--- config.mk ---
export PLATFORM = sky130hd
export DESIGN_NAME = alu_arbiter
export DESIGN_NICKNAME = d
export VERILOG_FILES = /design/src/rtl/riscv_pkg.sv /design/src/rtl/alu_arbiter.sv
export SDC_FILE = /design/constraint.sdc
export NUM_CORES = 1
export LEC_CHECK = 0
export ABC_AREA = 1
export CAP_MARGIN = 10
export CORE_AREA = 2 2 125 127
export DETAILED_ROUTE_END_ITERATION = 12
export DIE_AREA = 0 0 127 129
export HOLD_SLACK_MARGIN = 0.1
export PLACE_DENSITY_LB_ADDON = 0.05
export SYNTH_ARGS = -nofsm -noshare
export SYNTH_HDL_FRONTEND = slang
export SYNTH_SLANG_ARGS = --single-unit
--- constraint.sdc ---
create_clock -name clk -period 3.82 [get_ports clk]
set_input_delay 0.764 -clock clk [delete_from_list [all_inputs] [get_ports clk]]
set_output_delay 0.764 -clock clk [all_outputs]
set_load 0.05 [all_outputs]
--- src/rtl/riscv_pkg.sv ---
// Shared RISC-V datapath constants: operand width and the one-hot ALU
// operation encoding used by the issue logic, arbiter and ALU.
package riscv;

  localparam int XLEN         = 32;
  localparam int NB_OPERATION = 5;

  // Bit positions inside the one-hot command vector.
  localparam int ADD = 0;
  localparam int SLT = 1;
  localparam int AND = 2;
  localparam int OR  = 3;
  localparam int XOR = 4;

endpackage

--- src/rtl/alu_arbiter.sv ---
// Shares one combinational ALU between the execute stage (port 0) and the
// auxiliary address unit (port 1). Each port has a valid/ready request
// channel and a one-deep response buffer. Arbitration is round-robin, or
// fixed priority to port 0 when FIXED_PRIO is set.
module alu_arbiter
  import riscv::*;
#(
  parameter bit FIXED_PRIO = 1'b0
) (
  input  logic                    clk,
  input  logic                    reset_n,

  input  logic                    req0_valid_i,
  output logic                    req0_ready_o,
  input  logic [XLEN:0]           req0_rs1_i,
  input  logic [XLEN:0]           req0_rs2_i,
  input  logic [NB_OPERATION-1:0] req0_cmd_i,
  output logic                    rsp0_valid_o,
  input  logic                    rsp0_ready_i,
  output logic [XLEN-1:0]         rsp0_data_o,

  input  logic                    req1_valid_i,
  output logic                    req1_ready_o,
  input  logic [XLEN:0]           req1_rs1_i,
  input  logic [XLEN:0]           req1_rs2_i,
  input  logic [NB_OPERATION-1:0] req1_cmd_i,
  output logic                    rsp1_valid_o,
  input  logic                    rsp1_ready_i,
  output logic [XLEN-1:0]         rsp1_data_o,

  output logic [XLEN:0]           alu_rs1_o,
  output logic [XLEN:0]           alu_rs2_o,
  output logic                    alu_en_o,
  output logic [NB_OPERATION-1:0] alu_cmd_o,
  input  logic [XLEN-1:0]         alu_data_i
);

  // Round-robin pointer: 0 means port 0 wins the next contested cycle.
  logic rr_ptr;

  logic free0, free1;
  logic elig0, elig1;
  logic grant0, grant1;
  logic contested;

  // A slot can take a new result if it is empty or being drained this cycle.
  assign free0     = !rsp0_valid_o | rsp0_ready_i;
  assign free1     = !rsp1_valid_o | rsp1_ready_i;
  assign elig0     = req0_valid_i & free0;
  assign elig1     = req1_valid_i & free1;
  assign contested = elig0 & elig1;

  // Grant selection: a lone eligible port wins; conflicts go to port 0 in
  // fixed-priority mode, otherwise to the port the pointer selects.
  always_comb begin
    // NOTE: every combinational output gets a default first so no path
    // leaves it unassigned, which would otherwise infer a latch.
    grant0 = 1'b0;
    grant1 = 1'b0;
    if (contested) begin
      if (FIXED_PRIO || !rr_ptr) grant0 = 1'b1;
      else                       grant1 = 1'b1;
    end else begin
      grant0 = elig0;
      grant1 = elig1;
    end
  end

  assign req0_ready_o = grant0;
  assign req1_ready_o = grant1;

  // ALU operand mux; operands and command are held at zero when idle so the
  // ALU inputs do not toggle.
  always_comb begin
    alu_en_o  = 1'b0;
    alu_rs1_o = '0;
    alu_rs2_o = '0;
    alu_cmd_o = '0;
    if (grant0) begin
      alu_en_o  = 1'b1;
      alu_rs1_o = req0_rs1_i;
      alu_rs2_o = req0_rs2_i;
      alu_cmd_o = req0_cmd_i;
    end else if (grant1) begin
      alu_en_o  = 1'b1;
      alu_rs1_o = req1_rs1_i;
      alu_rs2_o = req1_rs2_i;
      alu_cmd_o = req1_cmd_i;
    end
  end

  // Pointer moves only on a contested grant, and then points at the loser.
  always_ff @(posedge clk or negedge reset_n) begin
    // NOTE: sequential state uses non-blocking assignments so every flop
    // samples pre-edge values regardless of block ordering.
    if (!reset_n)                      rr_ptr <= 1'b0;
    else if (!FIXED_PRIO && contested) rr_ptr <= grant0;
  end

  // Port 0 response buffer: capture on grant, clear when drained without refill.
  always_ff @(posedge clk or negedge reset_n) begin
    if (!reset_n) begin
      rsp0_valid_o <= 1'b0;
      rsp0_data_o  <= '0;
    end else if (grant0) begin
      rsp0_valid_o <= 1'b1;
      rsp0_data_o  <= alu_data_i;
    end else if (rsp0_ready_i) begin
      rsp0_valid_o <= 1'b0;
    end
  end

  // Port 1 response buffer: same behaviour as port 0.
  always_ff @(posedge clk or negedge reset_n) begin
    if (!reset_n) begin
      rsp1_valid_o <= 1'b0;
      rsp1_data_o  <= '0;
    end else if (grant1) begin
      rsp1_valid_o <= 1'b1;
      rsp1_data_o  <= alu_data_i;
    end else if (rsp1_ready_i) begin
      rsp1_valid_o <= 1'b0;
    end
  end

endmodule

==> flow_metrics.tcl <==
set metrics [dict create \
    wirelength_microns 19450 \
    crit_slowest_cell "clkdlybuf4s50_1" \
    insertion_delay_ps 330 \
    dieArea_sq_um 16380 \
    hold_buffers 0 \
    critPathTopFamily "buffers and inverters" \
    synth_cells 542 \
    grt_first_pass_wirelength_microns 28700 \
    path_buf_inv 3 \
    finalHoldViolCount 0 \
    finish.instance_area_sq_um 8202 \
    port_buffers 319 \
    cp_max_fo 41 \
    worst_pin_slew_ps 1001 \
    nets 1021 \
    num_vias 4996 \
    final.setup.tns_ps 0 \
    fin_crit_ps 3257 \
    synth_cell_types 12 \
    maxSlewHeadroom 0.3328 \
    cp.arrival_ps 2490 \
    die_w_microns 127 \
    cts_buffers 9 \
    p_total_mw 4.900 \
    grt_pass1_vias 4866 \
    yosysSeqAreaShare 0.4353 \
    ioPinCount 320 \
    tritoncts "yes" \
    cts_setup_buffers 0 \
    hpwlAfterDp_microns 15020 \
    synth_nets 722 \
    crit_path_start_kind "primary input" \
    met2_usage 0.3884 \
    ir_worst_vdd_v 0.0003293 \
    cp_data_required_time_ps 3060 \
    use_met1 0.2812 \
    cpPeakStageDelay_ps 530 \
    clk_path_buf_depth 2 \
    overflow 0 \
    setup_viol 0 \
    syn_area_per_cell_sq_um 7.106 \
    route.detailed.drc 0 \
    holdWs_ps 467.2 \
    rsz0062_at_grt "no" \
    critical_path.cell_chain "clkdlybuf4s50_1, a21boi_4, buf_4, nand3_1, nand2_1, buf_12" \
    grt_use_total 0.2277 \
    ff_latch_area_sq_um 1677 \
    hold_class "reg2reg" \
    antenna_found_initial 2 \
    leakagePower_nw 3.879 \
    dp_slack_ps 561.5 \
    post_dp_cell_area_sq_um 7925 \
    start_util 0.2571 \
    core_sq_um 14980 \
    crit_path_end_kind "output port" \
    vias_per_cell 4.827 \
    firstDrtPassIters 4 \
    syn2layout_area_growth_pct 113.0 \
    crit_type "in2out" \
    worst_slack_ps 563.1 \
    power_density_nw_per_um2 597.5 \
    syn_area_sq_um 3851 \
    drtIter0Drc 293 \
    status "complete, no violations" \
    slew_viol_final 0 \
    die_y_microns 129 \
    cts_root_buffer "clkbuf_16" \
    ant_nets 0 \
    wl_per_cell_microns 18.79 \
    fillers 1416 \
    met3_usage 0.07110 \
    fmax_ghz 0.3070 \
    grt_busiest_layer "met2" \
    ctsHtreeMaxLevel 3 \
    cap_violations 0 \
    cts_sinks 67 \
    gp_congestion 0.8004 \
    rows 45 \
    clk_pin_slew_ps 50 \
    finalCritPeriodShare 0.8526 \
    grt_max_degree 71 \
    synth-seq-cells 67 \
    fin_worst_skew_ps 5.353 \
    multi_input_area_sq_um 1898 \
    drive_above_1_share 0.1336 \
    ys_warn_count 0 \
    post_cts_resize_count 0 \
]
==> routing by layer <==
layer	share of wire	vias up	wire length [microns]
met2	0.52	240	10070
met5	0.00067	-	13
li1	-	2392	-
met1	0.38	2337	7361
met4	0.021	2	400
met3	0.082	25	1602
==> logic make-up after synthesis <==
logic type             synth area share
DFF                              0.4353
AOI/OAI and AO/OA              0.009748
buffers and inverters           0.07570
and+or+nand+nor                  0.4792
==> area by class of cell <==
type	instances	share of cell area
timing repair buffer	338	0.4995
multi-input combinational	420	0.2314
sequential	67	0.2044
clock buffer	14	0.03219
tap	188	0.02868
inverter	5	0.002288
clock inverter	2	0.001220
antenna	1	0.0003051
==> sequential cells by signal (all words and copies together), names as in the netlist <==
signal and cells:
rsp0_data_o 32, rsp1_data_o 32, rr_ptr 1, rsp0_valid_o 1, rsp1_valid_o 1
==> report_power, final <==
part | switching, mW | internal (mW) | leakage [nW] | total [mW]
sequential | 0.132 | 0.914 | 0.823 | 1.05
clock | 0.280 | 0.473 | 0.137 | 0.753
combinational | 1.92 | 1.18 | 2.92 | 3.10
total | 2.33 | 2.57 | 3.88 | 4.90
==> cell usage in the layout (no fill, tap or decap) <==
| cell | instances |
|---|---|
| clkdlybuf4s50_1 | 244 |
| nand2_1 | 207 |
| nand3_1 | 207 |
| buf_12 | 76 |
| dfrtp_1 | 67 |
| buf_4 | 17 |
| clkbuf_16 | 9 |
| inv_1 | 5 |
| clkbuf_1 | 3 |
| nand3_4 | 2 |
| a21boi_4 | 2 |
| nand2_2 | 2 |
| clkbuf_8 | 2 |
| clkinv_2 | 2 |
| diode_2 | 1 |
| buf_2 | 1 |
==> final timing paths <==
check | start | endpoint | slack [ps] | cells past startpoint
max in group asynchronous | reset_n | rsp1_data_o[6]$_DFFE_PN0P_ | 2340 | 2
max reg2reg | rsp0_valid_o$_DFFE_PN0P_ | rsp0_data_o[13]$_DFFE_PN0P_ | 2000 | 6
min reg2reg | rsp1_data_o[13]$_DFFE_PN0P_ | rsp1_data_o[13]$_DFFE_PN0P_ | 470 | 2
min | rsp1_data_o[13]$_DFFE_PN0P_ | rsp1_data_o[13]$_DFFE_PN0P_ | 470 | 2
max | req1_valid_i | alu_rs2_o[13] | 560 | 6
min in group asynchronous | reset_n | rsp1_data_o[17]$_DFFE_PN0P_ | 600 | 1
==> synth_stat cells <==
| cell type | instances | area (sq um) |
|---|---|---|
| nand2_1 | 207 | 777.0 |
| nand3_1 | 207 | 1036 |
| dfrtp_1 | 67 | 1677 |
| buf_2 | 35 | 175.2 |
| buf_4 | 9 | 67.56 |
| inv_1 | 5 | 18.77 |
| clkbuf_1 | 4 | 15.01 |
| a21boi_4 | 2 | 37.54 |
| nand2_2 | 2 | 12.51 |
| nand3_2 | 2 | 20.02 |
| buf_1 | 1 | 3.750 |
| buf_6 | 1 | 11.26 |
==> through the flow <==
stage | instances | util
global placement | 1018 | 0.5292
floorplan | 542 | -
global route | 1035 | 0.5476
CTS | 1034 | 0.5475
detailed placement | 1018 | 0.5292
finish | 1035 | 0.5476
==> worst reg2reg max path: cells and delay by family, from the launching register on <==
kind                   cells  cell delay (ps)
AOI/OAI and AO/OA          1              200
buffers and inverters      2              680
DFF                        1              410
and+or+nand+nor            3              420
(Power assumes the default switching activity.)
